[src/rtl/synthesis_filter_bank_scheduler.sv]
// Job sequencer for one synthesis filter bank channel over all granule/channel jobs of a frame.
// Optional watchdog: define SFB_SCHED_WATCHDOG_EN to abort a stuck job and flag err.
module synthesis_filter_bank_scheduler #(
    parameter int GRANULES    = 2,
    parameter int LINE_STRIDE = 576,
    parameter int ADDR_W      = 11,
    parameter int WD_LIMIT    = 4095
) (
    input  logic              clk,
    input  logic              rst,
    input  logic              frame_start,
    input  logic              stereo,
    output logic              busy,
    output logic              frame_done,
    input  logic              pcm_ready,
    output logic              ch_start,
    input  logic              ch_done,
    output logic              ch_sel,
    output logic              gr_sel,
    output logic [ADDR_W-1:0] line_base,
    output logic              err
);

    typedef enum logic [2:0] {IDLE, ARM, RUN, STEP, FINISH} state_t;

    localparam logic [ADDR_W-1:0] STRIDE  = ADDR_W'(LINE_STRIDE);
    localparam logic              LAST_GR = 1'(GRANULES - 1);

    state_t state;
    logic   stereo_q;
    logic   last_job;

`ifdef SFB_SCHED_WATCHDOG_EN
    localparam int WD_W = $clog2(WD_LIMIT + 1);
    logic [WD_W-1:0] wd_cnt;
`endif

    // The highest channel index equals the latched stereo flag (NCH-1).
    assign last_job = (ch_sel == stereo_q) && (gr_sel == LAST_GR);

    always_ff @(posedge clk or posedge rst) begin
        if (rst) begin
            state      <= IDLE;
            stereo_q   <= 1'b0;
            busy       <= 1'b0;
            frame_done <= 1'b0;
            ch_start   <= 1'b0;
            ch_sel     <= 1'b0;
            gr_sel     <= 1'b0;
            line_base  <= '0;
            err        <= 1'b0;
`ifdef SFB_SCHED_WATCHDOG_EN
            wd_cnt     <= '0;
`endif
        end else begin
            ch_start   <= 1'b0;
            frame_done <= 1'b0;
            case (state)
                IDLE: begin
                    if (frame_start) begin
                        stereo_q  <= stereo;
                        ch_sel    <= 1'b0;
                        gr_sel    <= 1'b0;
                        line_base <= '0;
                        busy      <= 1'b1;
`ifdef SFB_SCHED_WATCHDOG_EN
                        err       <= 1'b0;
`endif
                        state     <= ARM;
                    end
                end
                ARM: begin
                    if (pcm_ready) begin
                        ch_start <= 1'b1;
`ifdef SFB_SCHED_WATCHDOG_EN
                        wd_cnt   <= '0;
`endif
                        state    <= RUN;
                    end
                end
                RUN: begin
                    if (ch_done) begin
                        state <= STEP;
                    end
`ifdef SFB_SCHED_WATCHDOG_EN
                    // A job that never reports done aborts the rest of the frame.
                    else if (wd_cnt == WD_W'(WD_LIMIT - 1)) begin
                        err        <= 1'b1;
                        frame_done <= 1'b1;
                        state      <= FINISH;
                    end else begin
                        wd_cnt <= wd_cnt + 1'b1;
                    end
`endif
                end
                STEP: begin
                    if (last_job) begin
                        frame_done <= 1'b1;
                        state      <= FINISH;
                    end else begin
                        if (ch_sel == stereo_q) begin
                            ch_sel <= 1'b0;
                            gr_sel <= gr_sel + 1'b1;
                        end else begin
                            ch_sel <= ch_sel + 1'b1;
                        end
                        line_base <= line_base + STRIDE;
                        state     <= ARM;
                    end
                end
                FINISH: begin
                    busy  <= 1'b0;
                    state <= IDLE;
                end
                default: state <= IDLE;
            endcase
        end
    end

endmodule

[config.mk]
export PLATFORM = sky130hd
export DESIGN_NAME = synthesis_filter_bank_scheduler
export DESIGN_NICKNAME = d
export VERILOG_FILES = /design/src/rtl/synthesis_filter_bank_scheduler.sv
export SDC_FILE = /design/constraint.sdc
export NUM_CORES = 1
export LEC_CHECK = 0
export CAP_MARGIN = 0
export CORE_MARGIN = 4
export CORE_UTILIZATION = 40
export CTS_CLUSTER_DIAMETER = 50
export DETAILED_ROUTE_END_ITERATION = 8
export MAX_ROUTING_LAYER = met4
export PLACE_DENSITY_LB_ADDON = 0.08
export SLEW_MARGIN = 10
export SYNTH_ARGS = -nofsm -noshare
export SYNTH_HDL_FRONTEND = slang
export SYNTH_SLANG_ARGS = --single-unit
[constraint.sdc]
create_clock -name clk -period 1.55 [get_ports clk]
set_input_delay 0.31 -clock clk [delete_from_list [all_inputs] [get_ports clk]]
set_output_delay 0.31 -clock clk [all_outputs]
set_load 0.005 [all_outputs]
==> results.json, run 1 <==
{
  "status": "finished clean",
  "grtUsageTotal_pct": 13.6,
  "clock_sinks": 14,
  "via_count": 621,
  "fin_crit_ps": 1520,
  "layout_commonest_cell": "buf_4",
  "wl_per_cell_um": 11.9,
  "place_area_sq_um": 961,
  "whs_ps": 317,
  "worst_setup_path_start_kind": "register",
  "clkLatencyLatePin_ps": 280,
  "peakVddDrop_uv": 1000,
  "synth_fa_ha_area_share_pct": 3.36,
  "finalSetupTns_ps": 0,
  "power_uw": 1920,
  "holdCritPathClass": "in2async",
  "grt_pass1_wl_mm": 2.62,
  "layout_common_cells": "buf_4, dfrtp_1, clkdlybuf4s50_1",
  "synth_compound_area_share_pct": 15.9,
  "leakagePower_uw": 0.000492,
  "pwr_density_cell_nw_per_um2": 1820,
  "grt_pass1_vias": 585,
  "initial_core_util_pct": 42.7,
  "cpMaxStageDelayCell": "clkdlybuf4s50_1",
  "critPathMaxStageDelay_ps": 520,
  "drcViolationCount": 0,
  "maxSlewViolCount": 0,
  "drtIter0Drc": 7,
  "synth_cell_type_count": 29,
  "die-area_sq_um": 2620,
  "multiInputGateArea_sq_um": 364,
  "clkSlewWorstSetupHoldPaths_ps": 90,
  "rows": 15,
  "critPathTopFamily": "buffers and inverters",
  "final_nets": 115,
  "clock_path_buffers": 2,
  "synth_cells": 76,
  "cp-end-kind": "primary output",
  "syn_to_final_growth_pct": 41.4,
  "die_x_um": 51.2,
  "ys_ff_latch": 14,
  "r2r_cells": 5,
  "routed_wl_mm": 1.56,
  "crit_chain": "clkdlybuf4s50_1",
  "skew_ps": 3.82,
  "drive_gt1_share_pct": 24.5,
  "yosys.area_share.simple_pct": 18.1,
  "worstPathArrival_ps": 1210,
  "insertedDiodeCount": 0,
  "worstSetupPathType": "reg2out",
  "ys_seq_area_share_pct": 47.0,
  "synth_mux_area_share_pct": 2.85,
  "cts_tree": "done",
  "crit_required_ps": 1240,
  "core-area_sq_um": 1750,
  "drv_cap": 0,
  "gp_congestion": 0.820,
  "syn_area_sq_um": 746,
  "grt_overflow": 0,
  "port_buffers": 15,
  "utilization_pct": 60.4,
  "synth.avg_cell_area_sq_um": 9.81,
  "hold_viol": 0,
  "fillers": 161,
  "first_pass_iters": 2,
  "r2r-start": "stereo_q$_DFFE_PP0P_",
  "finalInstanceArea_sq_um": 1050,
  "ios": 23,
  "finalCritPeriodShare_pct": 97.9,
  "chipHeight_um": 51.2,
  "setup_viol": 0,
  "path_buf_inv": 1,
  "vias_per_cell": 4.74,
  "antenna_found_initial": 0,
  "drtAntennaViolNets": 0,
  "fmax_mhz": 659,
  "grt_max_degree": 15,
  "ys_warn_count": 1,
  "htreeDepth": 1,
  "cts_buffers": 3,
  "cts_root_buffer": "clkbuf_4",
  "synth_xor_area_share_pct": 1.17,
  "crit-reg2reg-capture": "line_base[10]$_DFFE_PP0P_",
  "dp_hpwl_mm": 1.13,
  "seqCellArea_sq_um": 350,
  "synth_top_family_by_area": "simple AND/OR/NAND/NOR gates",
  "cts_hold_buffers": 0,
  "path_max_fanout": 4,
  "r2r_slack_ps": 60
}
logic make-up (layout without fill, tap and decap cells):
group,after synthesis,count (layout)
other cells,1,7
compound gates,18,18
xor+xnor,1,1
simple gates,25,25
buf+inv,13,37
fa+ha+maj,2,2
mux,2,2
flops,14,14
final cells by class:
type / instances / area share (%)
timing repair buffer: 30 / 24.8
tap: 25 / 2.97
clock buffer: 4 / 3.44
multi-input combinational: 55 / 34.5
sequential: 14 / 33.2
inverter: 3 / 1.07
report_power, final:
part | internal, uW | switching, uW
sequential | 495 | 107
combinational | 601 | 446
clock | 143 | 126
state kept, by name, summed over array words and instances, names as in the netlist:
signal / flops
frame_done: 1
gr_sel: 1
state: 3
ch_sel: 1
stereo_q: 1
line_base: 5
ch_start: 1
busy: 1
stage by stage:
| step | setup slack [ps] | cells |
|---|---|---|
| 2_1_floorplan | 15.0 | 82 |
| 3_3_place_gp | -167 | 121 |
| 3_5_place_dp | -198 | 121 |
| 4_1_cts | 6.16 | 125 |
| 5_1_grt | -4.69 | 131 |
| 6_report | 33.1 | 131 |
Yosys cell counts, drive strengths merged:
library cell,number,area [sq um]
nor3b,1,12.5
or2,1,8.76
o22ai,1,6.26
nor2b,3,18.8
and3b,2,17.5
nand2,9,33.8
dfrtp,14,350
nor2,4,15.0
a32o,1,10.0
inv,3,11.3
a2bb2oi,1,8.76
ha,2,25.0
mux2,1,11.3
o2bb2ai,1,8.76
a21o,1,7.51
a31oi,2,18.8
buf,9,67.6
nand3b,1,7.51
mux2i,1,10.0
conb,1,3.75
xnor2,1,8.76
o21ai,8,40.0
a211o,1,8.76
nand2b,1,6.26
nor3,2,10.0
a21oi,2,10.0
nand3,1,5.00
clkbuf,1,3.75
worst max path at each step:
stage	cells after the start	to	from
finish	1	line_base[10]	line_base[10]$_DFFE_PP0P_
global route	1	line_base[10]	line_base[10]$_DFFE_PP0P_
floorplan	6	line_base[10]$_DFFE_PP0P_	ch_sel$_DFFE_PP0P_
detailed placement	5	line_base[10]$_DFFE_PP0P_	frame_start
CTS	1	gr_sel	gr_sel$_DFFE_PP0P_
global placement	5	line_base[10]$_DFFE_PP0P_	frame_start
layer usage:
layer | vias to the layer above | share of wire [%] | GRT usage [%]
li1 | 309 | - | -
met4 | 0 | 0.64 | 5.38
met5 | - | 0 | -
met1 | 298 | 46 | 17.8
met3 | 2 | 4.5 | 2.92
met2 | 12 | 49 | 20.6
what timing repair did:
action                                 4_1_cts  5_1_grt
pin swaps                                    0        1
setup endpoints to repair                    1       10
resized for setup                            1        4
buffers inserted                             0        6
endpoints found under the hold margin        0        0
Note: power is estimated with default switching activity, not from simulation.
==> inputs of run 2 (changes only) <==
- ABC_AREA: not set -> 1
- CTS_CLUSTER_SIZE: not set -> 25
==> results.json, run 2 <==
{
  "status": "finished clean",
  "whs_ps": 333,
  "cts_root_buffer": "clkbuf_4",
  "clkSlewWorstSetupHoldPaths_ps": 80,
  "antenna_found_initial": 0,
  "grt_pass1_vias": 594,
  "synth_xor_area_share_pct": 1.12,
  "worstPathArrival_ps": 1170,
  "htreeDepth": 1,
  "grt_pass1_wl_mm": 2.42,
  "fin_crit_ps": 1480,
  "gp_congestion": 0.745,
  "cp-end-kind": "primary output",
  "syn_to_final_growth_pct": 28.5,
  "setup_viol": 0,
  "holdCritPathClass": "in2async",
  "ios": 23,
  "largest-register": "line_base",
  "insertedDiodeCount": 0,
  "synth_compound_area_share_pct": 0.638,
  "ys_seq_area_share_pct": 44.7,
  "path_max_fanout": 3,
  "cts_buffers": 3,
  "synth_cells": 103,
  "rows": 15,
  "grt_overflow": 0,
  "synth.most_common_cell": "nand2_1",
  "finalCritPeriodShare_pct": 95.6,
  "final_nets": 136,
  "drv_cap": 0,
  "path_buf_inv": 1,
  "hold_viol": 0,
  "synth_fa_ha_area_share_pct": 3.19,
  "drtAntennaViolNets": 0,
  "synth.top_cells.by_count": "nand2_1, inv_1, dfrtp_1",
  "port_buffers": 15,
  "crit_required_ps": 1240,
  "synth.avg_cell_area_sq_um": 7.62,
  "vias_per_cell": 4.33,
  "critPathTopFamily": "buffers and inverters",
  "clock_path_buffers": 2,
  "multiInputGateArea_sq_um": 337,
  "clock_power_share_pct": 11.7,
  "ys_warn_count": 1,
  "first_pass_iters": 3,
  "pwr_density_cell_nw_per_um2": 1670,
  "peakVddDrop_uv": 763,
  "cp-startpoint": "line_base[10]$_DFFE_PP0P_",
  "yosysTopAreaCellShare_pct": 44.7,
  "worst_setup_path_start_kind": "register",
  "postSynth.asyncResetShare_pct": 100,
  "p_int_uw": 1010,
  "core-area_sq_um": 1780,
  "drcViolationCount": 0,
  "leakagePower_uw": 0.000583,
  "top_regs": "line_base: 5 flops, state: 3 flops",
  "power_switching_uw": 676,
  "finalSetupTns_ps": 0,
  "critPathMaxStageDelay_ps": 520,
  "layout_common_cells": "nand2_1, inv_1, clkdlybuf4s50_1",
  "seq_power_share_pct": 36.0,
  "ys_ff_latch": 14,
  "synth_area_leaders": "dfrtp_1, nand2_1, inv_1, buf_4, nand3_1",
  "synth_cell_type_count": 16,
  "switching_share_pct": 40.1,
  "synthFlopType": "dfrtp_1",
  "cts_tree": "done",
  "yosys.area_share.simple_pct": 34.6,
  "die_x_um": 52.3,
  "synth_top_area_cell": "dfrtp_1",
  "largest_reg_flops": 5,
  "layout_commonest_cell": "nand2_1",
  "die-area_sq_um": 2730,
  "maxSlewViolCount": 0,
  "initial_core_util_pct": 44.0,
  "clkLatencyLatePin_ps": 270,
  "r2r-start": "ch_sel$_DFFE_PP0P_",
  "clock_sinks": 14,
  "synth_edf_count": 0,
  "dp_hpwl_mm": 1.13,
  "worstSetupPathType": "reg2out",
  "skew_ps": 4.95,
  "drtIter0Drc": 16,
  "routed_wl_mm": 1.47,
  "chipHeight_um": 52.3,
  "wl_per_cell_um": 9.70,
  "via_count": 654,
  "seqCellArea_sq_um": 353,
  "grt_max_degree": 15,
  "combPwrFrac_pct": 52.3,
  "grtUsageTotal_pct": 12.7,
  "rsz0062_at_grt": "no",
  "synth_mux_area_share_pct": 0,
  "fmax_mhz": 675,
  "cpMaxStageDelayCell": "clkdlybuf4s50_1",
  "crit_chain": "clkdlybuf4s50_1",
  "power_uw": 1680,
  "syn_area_sq_um": 785,
  "drive_gt1_share_pct": 15.1,
  "fillers": 189,
  "synth_top_family_by_area": "simple AND/OR/NAND/NOR gates"
}
[run 2: cell types whose count changed in the layout (fill, tap and decap cells not counted), moves of 6 or more]
| cell | change |
|---|---|
| nand2_1 | +28 |
| inv_1 | +14 |
| buf_4 | -9 |
| nand3_1 | +6 |
| o21ai_0 | -6 |
[run 2: final timing paths]
check	endpoint	slack, ps	depth (start not counted)
min in group clk	busy$_DFFE_PP0P_	470	2
max in group asynchronous	line_base[7]$_DFFE_PP0P_	1030	3
min reg2reg	busy$_DFFE_PP0P_	470	2
min	state[0]$_DFFE_PP0P_	330	3
max reg2reg	line_base[8]$_DFFE_PP0P_	230	8
max	line_base[10]	70	1
[run 2: repair_timing]
item	4_1_cts	5_1_grt
gates resized for setup	1	2
setup buffers	1	3
hold buffers	0	0
setup endpoints to repair	2	3
[run 2: per-stage QoR]
step	util, %	std cells	worst slack, ps	instance area, sq um
2_1_floorplan	-	109	275	807
3_3_place_gp	53.3	144	203	951
3_5_place_dp	53.3	144	188	951
4_1_cts	55.1	148	12.6	982
5_1_grt	56.6	151	0.313	1010
6_report	56.6	151	67.7	1010
[run 2: kinds of logic (layout without fill, tap and decap cells)]
logic type      after synthesis  in the layout
simple gates                 59             59
buf+inv                      25             42
flops                        14             14
fa+ha+maj                     2              2
other cells                   1              7
compound gates                1              1
xor+xnor                      1              1
[run 2: cell type report]
class                   count  area share (%)
flip-flops and latches     14            35.0
multi-input cells          70            33.4
repair buffers             21            19.6
inverters                  18            6.70
well taps                  25            3.10
clock buffers               3            2.23
[run 2: power by group through the flow]
| stage | clock (uW) | sequential (uW) | combinational [uW] |
|---|---|---|---|
| 2_1_floorplan | 0 | 614 | 522 |
| 3_3_place_gp | 0 | 625 | 811 |
| 3_5_place_dp | 0 | 623 | 824 |
| 4_1_cts | 213 | 620 | 832 |
| 5_1_grt | 230 | 629 | 1000 |
| 6_report | 198 | 606 | 880 |
[run 2: metal layers]
metal / up-vias / GRT usage (%) / part of all wire [%]
met5: - / - / 0
met4: 0 / 7.66 / 2.3
met3: 4 / 3.42 / 5.7
met2: 17 / 20.0 / 45
met1: 291 / 14.4 / 47
li1: 342 / - / -
==> inputs of run 3 (changes only) <==
- GPL_TIMING_DRIVEN: not set -> 0
==> results.json, run 3 (same netlist as run 2, synthesis figures left out) <==
{
  "r2r_cells": 8,
  "cts_buffers": 3,
  "grt_max_degree": 15,
  "grt_pass1_wl_mm": 2.37,
  "finalSetupTns_ps": 0,
  "largest_reg_flops": 5,
  "drtIter0Drc": 10,
  "path_buf_inv": 1,
  "critPathTopFamily": "buffers and inverters",
  "initial_core_util_pct": 44.0,
  "cts_tree": "done",
  "critPathMaxStageDelay_ps": 510,
  "fin_crit_ps": 1490,
  "slew_headroom_pct": 64.8,
  "drive_gt1_share_pct": 16.8,
  "largest-register": "line_base",
  "cts_hold_buffers": 0,
  "clock_sinks": 14,
  "dp_hpwl_mm": 1.14,
  "top_regs": "line_base: 5 flops, state: 3 flops",
  "insertedDiodeCount": 0,
  "maxSlewViolCount": 0,
  "worstSetupPathType": "reg2out",
  "clkSlewWorstSetupHoldPaths_ps": 90,
  "fmax_mhz": 669,
  "clkLatencyLatePin_ps": 280,
  "cp.depth": 1,
  "die_x_um": 52.3,
  "vias_per_cell": 4.28,
  "setup_viol": 0,
  "ios": 23,
  "cp-end-kind": "primary output",
  "core-area_sq_um": 1780,
  "die-area_sq_um": 2730,
  "first_pass_iters": 4,
  "htreeDepth": 1,
  "holdCritPathClass": "in2async",
  "finalCritPeriodShare_pct": 96.4,
  "gp_congestion": 0.774,
  "via_count": 668,
  "layout_commonest_cell": "nand2_1",
  "chipHeight_um": 52.3,
  "drv_cap": 0,
  "grt_pass1_vias": 565,
  "skew_ps": 1.01,
  "r2r-start": "ch_sel$_DFFE_PP0P_",
  "port_buffers": 15,
  "worst_setup_path_start_kind": "register",
  "layout_common_cells": "nand2_1, inv_1, dfrtp_1, clkdlybuf4s50_1, buf_4",
  "clock_path_buffers": 2,
  "status": "finished clean",
  "fin_cells": 156,
  "antenna_found_initial": 0,
  "r2r_slack_ps": 170,
  "cpMaxStageDelayCell": "clkdlybuf4s50_1",
  "crit_chain": "clkdlybuf4s50_1",
  "crit-reg2reg-capture": "line_base[6]$_DFFE_PP0P_",
  "routed_wl_mm": 1.50,
  "worstPathArrival_ps": 1180,
  "grt_overflow": 0,
  "cts_root_buffer": "clkbuf_4",
  "hold_viol": 0,
  "worst_pin_slew_ps": 527,
  "leakagePower_uw": 0.000617,
  "drcViolationCount": 0,
  "rows": 15,
  "final_nets": 140,
  "placed_cells": 149,
  "peakVddDrop_uv": 1080,
  "rsz0062_at_grt": "no",
  "drtAntennaViolNets": 0,
  "crit_required_ps": 1240,
  "pwr_density_cell_nw_per_um2": 1640,
  "wl_per_cell_um": 9.60,
  "fillers": 165,
  "path_max_fanout": 4,
  "grtUsageTotal_pct": 12.8,
  "syn_to_final_growth_pct": 33.8
}
run 3: cell count changes in the layout (fill, tap and decap cells not counted), sizes merged:
cell    before  now
buf          6   10
clkbuf       3    4
run 3: worst max-delay path by stage:
stage                                         start                  endpoint  slack, ps
after detailed placement         ch_sel$_DFFE_PP0P_  line_base[8]$_DFFE_PP0P_        150
after global placement                  frame_start        ch_sel$_DFFE_PP0P_        180
after global routing      line_base[10]$_DFFE_PP0P_             line_base[10]         10
after CTS                  line_base[7]$_DFFE_PP0P_              line_base[7]          1
after floorplan                  ch_sel$_DFFE_PP0P_  line_base[6]$_DFFE_PP0P_        270
final                      line_base[9]$_DFFE_PP0P_              line_base[9]         60
run 3: metal layers:
| metal | track usage (%) | up-vias | wire length, um |
|---|---|---|---|
| met3 | 3.42 | 4 | 90 |
| met5 | - | - | 0 |
| li1 | - | 353 | - |
| met2 | 19.6 | 19 | 692 |
| met4 | 8.94 | 0 | 41 |
| met1 | 14.4 | 292 | 672 |
run 3: stage by stage:
step | area [sq um] | power [uW] | setup slack [ps] | utilization, % | hold slack, ps
finish | 1050 | 1720 | 56.1 | 58.9 | 363
global route | 1050 | 1880 | 10.5 | 58.9 | 405
CTS | 1040 | 1740 | 1.15 | 58.3 | 382
detailed placement | 988 | 1440 | 148 | 55.4 | 468
global placement | 988 | 1420 | 177 | 55.4 | 460
floorplan | 807 | 1140 | 275 | - | 199
run 3: final cells by class:
type	count	area, sq um	area share (%)
plain buffers	7	52.6	5.01
well taps	25	31.3	2.98
multi-input cells	70	337	32.1
clock buffers	4	36.3	3.46
repair buffers	18	175	16.7
inverters	18	67.6	6.44
flip-flops and latches	14	350	33.4
run 3: power by group:
part	total (uW)	switching, uW	internal [uW]
combinational	855	466	389
clock	264	121	143
sequential	604	103	501
run 3: what timing repair did:
action / CTS / global route
resized for setup: 0 / 1
setup endpoints to repair: 2 / 1
setup buffers: 2 / 1
